--- src/rtl/mul_acc_pkg.sv ---
// mul_acc_pkg: shared state encoding and default widths for mul_accumulator.
package mul_acc_pkg;
    typedef enum logic [1:0] {IDLE = 2'd0, ACC = 2'd1, DONE = 2'd2} state_t;
    localparam int PROD_W = 16;
    localparam int DEF_ACC_W = 24;
    localparam int DEF_NUM_TERMS = 4;
endpackage

--- src/rtl/acc_add_sat.sv ---
// acc_add_sat: accumulator + product adder with carry-out; clamps to all-ones on carry when MUL_ACC_SAT_EN is defined.
module acc_add_sat
    import mul_acc_pkg::*;
#(
    parameter int ACC_W = DEF_ACC_W
) (
    input  logic [ACC_W-1:0]  acc,
    input  logic [PROD_W-1:0] prod,
    output logic [ACC_W-1:0]  sum,
    output logic              carry
);
    logic [ACC_W-1:0] raw;
    assign {carry, raw} = {1'b0, acc} + {{(ACC_W + 1 - PROD_W){1'b0}}, prod};
`ifdef MUL_ACC_SAT_EN
    assign sum = carry ? '1 : raw;
`else
    assign sum = raw;
`endif
endmodule

--- src/rtl/mul_accumulator.sv ---
// mul_accumulator: sums NUM_TERMS handshaken products into result with a done pulse; MUL_ACC_SAT_EN selects saturating adds.
module mul_accumulator
    import mul_acc_pkg::*;
#(
    parameter int NUM_TERMS = DEF_NUM_TERMS,
    parameter int ACC_W     = DEF_ACC_W,
    parameter int CNT_W     = 8
) (
    input  logic              clk,
    input  logic              rst,
    input  logic              start,
    input  logic [PROD_W-1:0] prod_in,
    input  logic              prod_valid,
    output logic              prod_ready,
    output logic [ACC_W-1:0]  result,
    output logic              done,
    output logic              busy,
    output logic              ovf
);
    state_t           state, next;
    logic [ACC_W-1:0] acc, sum;
    logic [CNT_W-1:0] cnt;
    logic             carry, accept, last;

    acc_add_sat #(.ACC_W(ACC_W)) u_add (.acc(acc), .prod(prod_in), .sum(sum), .carry(carry));

    assign accept     = state == ACC && prod_valid;
    assign last       = cnt == CNT_W'(NUM_TERMS - 1);
    assign prod_ready = state == ACC;
    assign busy       = state != IDLE;
    assign done       = state == DONE;

    always_comb begin
        next = IDLE;
        if (state == IDLE) next = start ? ACC : IDLE;
        else if (state == ACC) next = accept && last ? DONE : ACC;
    end

    // result is loaded from the same adder output that feeds acc on the final term
    always_ff @(posedge clk) begin
        if (rst) begin
            state  <= IDLE;
            acc    <= '0;
            cnt    <= '0;
            result <= '0;
            ovf    <= 1'b0;
        end else begin
            state <= next;
            if (state == IDLE && start) begin
                acc <= '0;
                cnt <= '0;
                ovf <= 1'b0;
            end
            if (accept) begin
                acc <= sum;
                cnt <= cnt + 1'b1;
                ovf <= ovf | carry;
                if (last) result <= sum;
            end
        end
    end
endmodule
--- config.mk ---
export PLATFORM = sky130hd
export DESIGN_NAME = mul_accumulator
export DESIGN_NICKNAME = d
export VERILOG_FILES = /design/src/rtl/mul_acc_pkg.sv /design/src/rtl/acc_add_sat.sv /design/src/rtl/mul_accumulator.sv
export SDC_FILE = /design/constraint.sdc
export NUM_CORES = 1
export LEC_CHECK = 0
export BUFFER_PORTS_ARGS = -buffer_cell sky130_fd_sc_hd__buf_2
export CAP_MARGIN = 40
export CORE_ASPECT_RATIO = 1.2
export CORE_MARGIN = 3
export CORE_UTILIZATION = 58
export CTS_CLUSTER_SIZE = 40
export DETAILED_ROUTE_END_ITERATION = 8
export PLACE_DENSITY = 0.8
export SETUP_SLACK_MARGIN = 0.02
export SYNTH_ARGS = -nofsm -noshare
export SYNTH_HDL_FRONTEND = slang
export SYNTH_SLANG_ARGS = --single-unit
--- constraint.sdc ---
create_clock -name clk -period 2.79 [get_ports clk]
set_clock_uncertainty 0.15 [all_clocks]
set_input_delay 0 -clock clk [delete_from_list [all_inputs] [get_ports clk]]
set_output_delay 0 -clock clk [all_outputs]
set_load 0.02 [all_outputs]
# Word level (Yosys, flattened, before mapping)
# Index checks and enable logic that the tools add are counted.
[totals]
regBits = 59
output_inout_bits = 28
elab_cells = 28
[classes]
n_addsub = 2
n_eq_ne = 3
muxes = 10
n_bitwise = 1
n_reduce_logical = 7
[op_table]
columns = ["op", "n"]
rows = [
  ["$mux 24", 2],
  ["$add 24x16->25", 1],
  ["$mux 8", 2],
  ["$add 8x1->8 const B", 1],
  ["$eq 8x2->1 const B", 1],
  ["$mux 2", 3],
  ["$reduce_bool 2->1", 2],
  ["$logic_and 1x1->1", 3],
  ["$mux 1", 3],
  ["$eq 2x1->1 const B", 1],
  ["$eq 2x2->1 const B", 1],
  ["$logic_not 2->1", 1],
  ["$reduce_and 2->1", 1],
  ["$or 1x1->1", 1],
]

# Logic depth before layout (Yosys ltp)
# Gate-level depths: netlist (run 1).
[depth]
ltp_word = 6
mapped_depth = 8
mapped_depth_nobuf = 8

# Modules after synthesis
# A second synthesis (run 1) with hierarchy kept.
[unflattened]
cells_unflattened = 408
hier_area_um2 = 3489.6
[by_module_without_submodules]
columns = ["mod", "instances", "cells_per_inst", "area_per_inst_um2", "seq_area_each_um2"]
rows = [
  ["mul_accumulator", 1, 277, 2513.7, 1181.1],
  ["acc_add_sat", 1, 131, 975.9, 0.0],
]

# Worst setup path after synthesis (run 1)
# Ideal clock, no wire load.
[synth_timing]
path_kind = "register to register"
startpoint = "reg acc[0]"
endpoint = "reg acc[10]"
setup_time_ns = 0.117
arrival_time_ns = 2.148
required_time_ns = 2.523
path_slack_ns = 0.376
stages_incl_launch_ff = 9
cell_sequence = "dfxtp_1 -> ha_1 -> fa_1 -> a211oi_2 -> o21ai_0 -> a21boi_0 -> o21ai_0 -> xor2_1 -> a22o_1"
[synth_via]
elab_chain_len = 2
[synth_rtl]
columns = ["element", "line", "text"]
rows = [
  ["start: declaration", "mul_accumulator.sv:21", "logic [ACC_W-1:0] acc, sum;"],
  ["start signal: assignment", "mul_accumulator.sv:55", "acc <= sum;"],
  ["$add 24x16->25", "acc_add_sat.sv:13", "assign {carry, raw} = {1'b0, acc} + {{(ACC_W + 1 - PROD_W){1'b0}}, prod};"],
  ["$mux 24", "mul_accumulator.sv:54", "if (accept) begin"],
]
# No other way between the ends.
# A chain may end at the register's enable or synchronous reset.

# Worst setup path after layout (run 1)
[layout_timing]
startpoint = "in prod_in[0]"
endpoint = "reg acc[18]"
[layout_via]
elab_chain_len = 2
[layout_rtl]
columns = ["element", "line", "text"]
rows = [
  ["start: declaration", "mul_accumulator.sv:12", "input logic [PROD_W-1:0] prod_in,"],
  ["$add 24x16->25", "acc_add_sat.sv:13", ""],
  ["$mux 24", "mul_accumulator.sv:54", ""],
]
# No other way between the ends.

==> impl_metrics.py, run 1 <==
metrics = {
    "setup_path": {
        "crit_type": "input port to flop",
        "cp.arrival_ps": 2680,
        "crit_required_ps": 2840,
        "setup.worst_path.start_class": "input port",
        "cp-end-kind": "flop",
        "crit_fanout": 4,
    },
    "placed_design": {
        "hpwlAfterDp_mm": 6.54,
        "gp_congestion": 0.922,
        "io_buffer_count": 47,
        "place_ws_ps": 147,
        "dp.cells": 548,
    },
    "sta": {
        "final.period_utilization_pct": 94.2,
        "fin_tns_setup_ps": 0,
        "layout_setup_ws_ps": 163,
        "worst_pin_slew_ps": 650,
        "slew_violations": 0,
        "grt_setup_unrepaired": "no",
        "hold_viol": 0,
        "slew_headroom_pct": 56.7,
        "fmax_mhz": 381,
        "period_needed_ps": 2630,
        "setup_viol": 0,
    },
    "logic_synthesis": {
        "syn_area_um2": 3510,
        "synth_cell_types": 65,
        "ys_seq_elements": 59,
        "ys_seq_area_share_pct": 33.7,
        "yosys_warnings": 0,
        "synth_flop_cell": "dfxtp_1",
        "synth_area_leaders": "dfxtp_1 34%, a21oi_1 6.4%, ha_1 6.1%, nor2_1 5.2%, nand2_1 5.0%",
        "netlist_instances": 437,
        "synth_edf_count": 0,
        "synth_area_per_cell_um2": 8.02,
        "synth_async_sr_flop_share_pct": 0,
        "synth_top_area_share_pct": 33.7,
        "synthesis.nets": 475,
        "yosys.area.top_type": "dfxtp_1",
    },
    "detailed_routing": {
        "route.met2.wl_mm": 4.47,
        "antenna_left": 0,
        "wl_mm": 9.13,
        "highest_layer": "met4",
        "wirelength_met1_mm": 3.78,
        "wire_per_inst_um": 16.2,
        "drtPass1Iterations": 5,
        "drt-vias-per-instance": 6.10,
        "drc_errors": 0,
        "dr_wl_met3_um": 500,
        "drt_iter0_markers": 282,
        "vias": 3438,
    },
    "power_and_ir_drop": {
        "p_total_uw": 1800,
        "power.density_nw_per_um2": 453,
        "power_frac_clock_pct": 37.9,
        "share_comb_of_total_power_pct": 14.3,
        "swShare_pct": 28.8,
        "seqPwrFrac_pct": 47.9,
        "leakagePower_uw": 0.00165,
        "ir_worst_vdd_mv": 0.432,
        "p_int_uw": 1280,
        "switching_power_uw": 517,
    },
    "clock_tree": {
        "cts_buffers": 9,
        "cts_setup_buffers": 0,
        "clock_tree.htree_level_count": 3,
        "cts.clk_slew.worst_paths_ps": 70,
        "root_buffer": "clkbuf_8",
        "insertion_delay_ps": 350,
        "clock_sinks": 59,
        "clock_path_buffers": 2,
        "cts_tree": "built",
    },
    "die": {
        "fp.dieW_um": 77.0,
        "num_io_pins": 48,
        "die-area_um2": 7020,
        "coreArea_um2": 5740,
        "start_util_pct": 61.0,
        "row_count": 30,
        "fp.dieH_um": 91.2,
    },
    "final_layout": {
        "n_antenna_cell": 0,
        "final_cell_mix": "59 x dfxtp_1, 49 x nor2_1, 47 x nand2_1, 47 x buf_2, 45 x a21oi_1",
        "syn_to_final_growth_pct": 13.2,
        "n_fill_cell": 495,
        "layout_commonest_cell": "dfxtp_1",
        "finalCoreUtilization_pct": 69.1,
        "fin_cells": 564,
        "drive_above_1_share_pct": 17.8,
        "nets": 518,
    },
    "global_route": {
        "antenna_found_initial": 0,
        "grt_pass1_wl_mm": 14.9,
        "grt_overflow": 0,
        "grt_max_degree": 39,
        "grt_usage_pct": 25.9,
        "first_global_vias": 3273,
    },
    "run_status": {
        "status": "finished, final reports clean",
    },
    "job": {
        "max_cap_viol_count": 0,
    },
    "min_path": {
        "min-delay-path-class": "input port to flop",
    },
}
repair_timing:
item / CTS / global route
hold buffers: 1 / 0
resized for setup: 0 / 3
endpoints found under the hold margin: 2 / 0
setup endpoints to repair: 0 / 3
state kept, by name, indices dropped and copies added, names as in the netlist:
name    cells
acc        24
result     24
state       2
cnt         8
ovf         1
final timing paths:
check        startpoint  endpoint  slack, ps  depth (start not counted)
min               start  state[0]          4                          3
min reg2reg     acc[15]   acc[15]        300                          2
max          prod_in[0]   acc[18]        160                         10
max reg2reg      acc[0]   acc[18]        170                          8
metrics by stage:
step | hold slack [ps] | instance area (µm²)
CTS | 0.368 | 3950
global route | 46.1 | 3970
floorplan | 59.8 | 3510
global placement | 278 | 3780
detailed placement | 267 | 3780
finish | 4.29 | 3970
synthesized netlist by cell type (4+ instances only):
cell / count
dfxtp_1: 59
nor2_1: 49
nand2_1: 47
a21oi_1: 45
o21ai_0: 18
ha_1: 17
clkbuf_1: 14
nand4_1: 13
nor3_1: 13
nand3_1: 12
a22oi_1: 10
xnor2_1: 10
inv_1: 7
o21bai_1: 6
a31oi_1: 5
and3_1: 5
nand3b_1: 5
nor3b_1: 5
o21ai_1: 5
a211oi_1: 4
a211oi_2: 4
a21o_1: 4
nand2b_1: 4
nor4_1: 4
o211ai_1: 4
or2_2: 4
or3_1: 4
cells by family after synthesis:
group           count (synthesis)  share of synthesized area (%)
mux                             2                          0.571
simple gates                  179                           26.0
fa+ha+maj                      18                           6.64
compound gates                134                           25.3
xor+xnor                       13                           3.25
flops                          59                           33.7
buf+inv                        32                           4.53
power groups by stage:
| stage | Combinational, µW | Sequential [µW] | Clock [µW] |
|---|---|---|---|
| after detailed placement | 247 | 880 | 0 |
| after global routing | 281 | 862 | 726 |
| after floorplan | 185 | 878 | 0 |
| final | 256 | 861 | 681 |
| after CTS | 250 | 861 | 688 |
| after global placement | 244 | 879 | 0 |
metal layers:
metal	vias to the layer above	GRT usage [%]
li1	1697	-
met3	38	3.97
met2	133	44.8
met1	1570	29.9
met5	-	0
met4	0	15.7
layout make-up:
class / instances / area, µm² / area share (%)
Multi-Input combinational cell: 346 / 2180 / 55.0
Sequential cell: 59 / 1180 / 29.8
Timing Repair Buffer: 57 / 313 / 7.88
Clock buffer: 10 / 138 / 3.47
Tap cell: 80 / 100 / 2.52
Clock inverter: 5 / 30.0 / 0.756
Inverter: 7 / 26.3 / 0.662
worst max-delay path, cell delays in order:
cell,delay [ps]
dlygate4sd3_1,540
buf_2,120
ha_1,230
fa_1,450
a211oi_2,380
o21ai_0,190
and3_1,210
o21a_1,230
o21ai_0,230
a211oi_1,110
(Power assumes the default switching activity.)
==> run 2: changes to the inputs <==
- BUFFER_PORTS_ARGS: -buffer_cell sky130_fd_sc_hd__buf_2 -> -buffer_cell sky130_fd_sc_hd__buf_4
- CORE_UTILIZATION: 58 -> 60
- CTS_BUF_LIST: unset -> sky130_fd_sc_hd__clkbuf_4
- PLACE_DENSITY: 0.8 -> 0.83
- SETUP_SLACK_MARGIN: 0.02 -> 0.2
==> run 2 against run 1 <==
Die area is 3.1% lower. Utilization grew 6.3 points. Global-route usage up 2.0 points. Largest power group unchanged. Routed wire length is 1.9% higher. Sequential power about the same. Largest cell class unchanged. Flip-flop and latch count stayed put. Hold slack better by 16 ps. Non-clock buffer count rose by 7. Fmax rose by 7.1%. First-iteration DRC count shrank 15%. Final area increased by 4.1%. Final cell count up 0.89%.
==> impl_metrics.py, run 2 (synthesized netlist as in run 1, its figures left out) <==
metrics = {
    "sta": {
        "slew_violations": 0,
        "grt_setup_unrepaired": "no",
        "hold_viol": 0,
        "setup_viol": 0,
        "fmax_mhz": 408,
        "fin_tns_setup_ps": 0,
        "worst_pin_slew_ps": 624,
        "final.period_utilization_pct": 87.9,
        "period_needed_ps": 2450,
        "slew_headroom_pct": 58.4,
    },
    "setup_path": {
        "crit_fanout": 3,
        "crit_required_ps": 2950,
        "cp-end-kind": "flop",
        "crit_type": "flop to flop",
        "cp.arrival_ps": 2610,
        "setup.worst_path.start_class": "flop",
    },
    "die": {
        "coreArea_um2": 5480,
        "fp.dieW_um": 75.8,
        "die-area_um2": 6800,
        "row_count": 29,
        "num_io_pins": 48,
        "start_util_pct": 64.0,
        "fp.dieH_um": 89.7,
    },
    "run_status": {
        "status": "finished, final reports clean",
    },
    "final_layout": {
        "final_cell_mix": "59 x dfxtp_1, 57 x buf_4, 49 x nor2_1",
        "n_fill_cell": 438,
        "multi_input_area_um2": 2210,
        "reg_top3": "acc: 24 flops, result: 24 flops, cnt: 8 flops",
        "seq_area_um2": 1180,
        "layout_commonest_cell": "dfxtp_1",
        "nets": 525,
        "syn_to_final_growth_pct": 17.8,
        "n_antenna_cell": 0,
        "drive_above_1_share_pct": 18.7,
        "finalCoreUtilization_pct": 75.4,
    },
    "global_route": {
        "antenna_found_initial": 0,
        "grt_pass1_wl_mm": 15.2,
        "grt_overflow": 0,
        "first_global_vias": 3377,
        "grt_usage_pct": 27.9,
        "grt_max_degree": 66,
    },
    "detailed_routing": {
        "vias": 3547,
        "drt_iter0_markers": 239,
        "antenna_left": 0,
        "wl_mm": 9.31,
        "drt-vias-per-instance": 6.23,
        "wire_per_inst_um": 16.4,
        "drtPass1Iterations": 5,
        "drc_errors": 0,
    },
    "clock_tree": {
        "clock_tree.htree_level_count": 3,
        "insertion_delay_ps": 410,
        "cts_tree": "built",
        "clock_sinks": 59,
        "cts.clk_slew.worst_paths_ps": 100,
        "root_buffer": "clkbuf_4",
        "clock_path_buffers": 2,
        "cts_buffers": 9,
    },
    "min_path": {
        "min-delay-path-class": "input port to flop",
    },
    "placed_design": {
        "io_buffer_count": 47,
        "hpwlAfterDp_mm": 6.60,
        "gp_congestion": 0.945,
    },
    "power_and_ir_drop": {
        "leakagePower_uw": 0.00167,
        "ir_worst_vdd_mv": 0.315,
        "power.density_nw_per_um2": 399,
    },
    "job": {
        "max_cap_viol_count": 0,
    },
}
## run 2: cell count changes in the layout (fill, tap and decap cells not counted), moves of 2 or more
cell / before / now
a21oi_2: 0 / 2
buf_2: 47 / 0
a21oi_1: 45 / 43
buf_4: 9 / 57
clkinv_1: 0 / 2
clkbuf_4: 0 / 10
clkbuf_8: 10 / 0
dlygate4sd3_1: 1 / 6
## run 2: stage by stage
stage	hold WS (ps)	worst slack [ps]	instances	area [µm²]	power [µW]
5_1_grt	49.8	185	569	4130	1710
3_5_place_dp	284	165	544	3890	1130
4_1_cts	13.5	256	566	4080	1640
2_1_floorplan	59.8	376	437	3510	1060
6_report	20.5	337	569	4130	1650
3_3_place_gp	266	211	544	3890	1130
## run 2: cell type report
class                      instances  area share, %
timing repair buffer              64           12.3
clock buffer                      10           1.82
clock inverter                     6          0.787
inverter                           7          0.636
multi-input combinational        346           53.5
tap                               77           2.33
sequential                        59           28.6
## run 2: path summary, 6_finish.rpt
path	start	to	slack, ps	depth (start not counted)
setup / recovery	acc[0]	acc[22]	340	8
hold / removal	prod_in[12]	result[12]	20	4
setup reg to reg	acc[0]	acc[22]	340	8
hold reg to reg	acc[15]	acc[15]	320	2
## run 2: layer usage
metal / global-route usage (%) / vias to the layer above / part of all wire, %
li1: - / 1713 / -
met1: 34.7 / 1671 / 41
met2: 45.8 / 134 / 50
met3: 4.69 / 29 / 5.1
met4: 12.2 / 0 / 3.5
met5: 0 / - / 0
## run 2: what timing repair did
action	in CTS	in global routing
setup endpoints to repair	3	13
hold buffers	6	0
setup buffers	0	3
pin swaps	1	2
gates resized for setup	2	8
endpoints found under the hold margin	28	0
## run 2: report_power, final
group / leakage (µW) / internal [µW] / total [µW] / switching [µW]
clock network: 0.0000573 / 184 / 509 / 326
registers: 0.000476 / 853 / 861 / 7.57
logic: 0.00114 / 107 / 277 / 170
## run 2: worst max-delay path, stage by stage, from the launching register on
cell	delay, ps
dfxtp_1	330
ha_1	230
fa_2	400
a211oi_4	320
o21ai_0	170
and3_1	200
o21ai_1	210
nand2_1	110
a32o_1	250
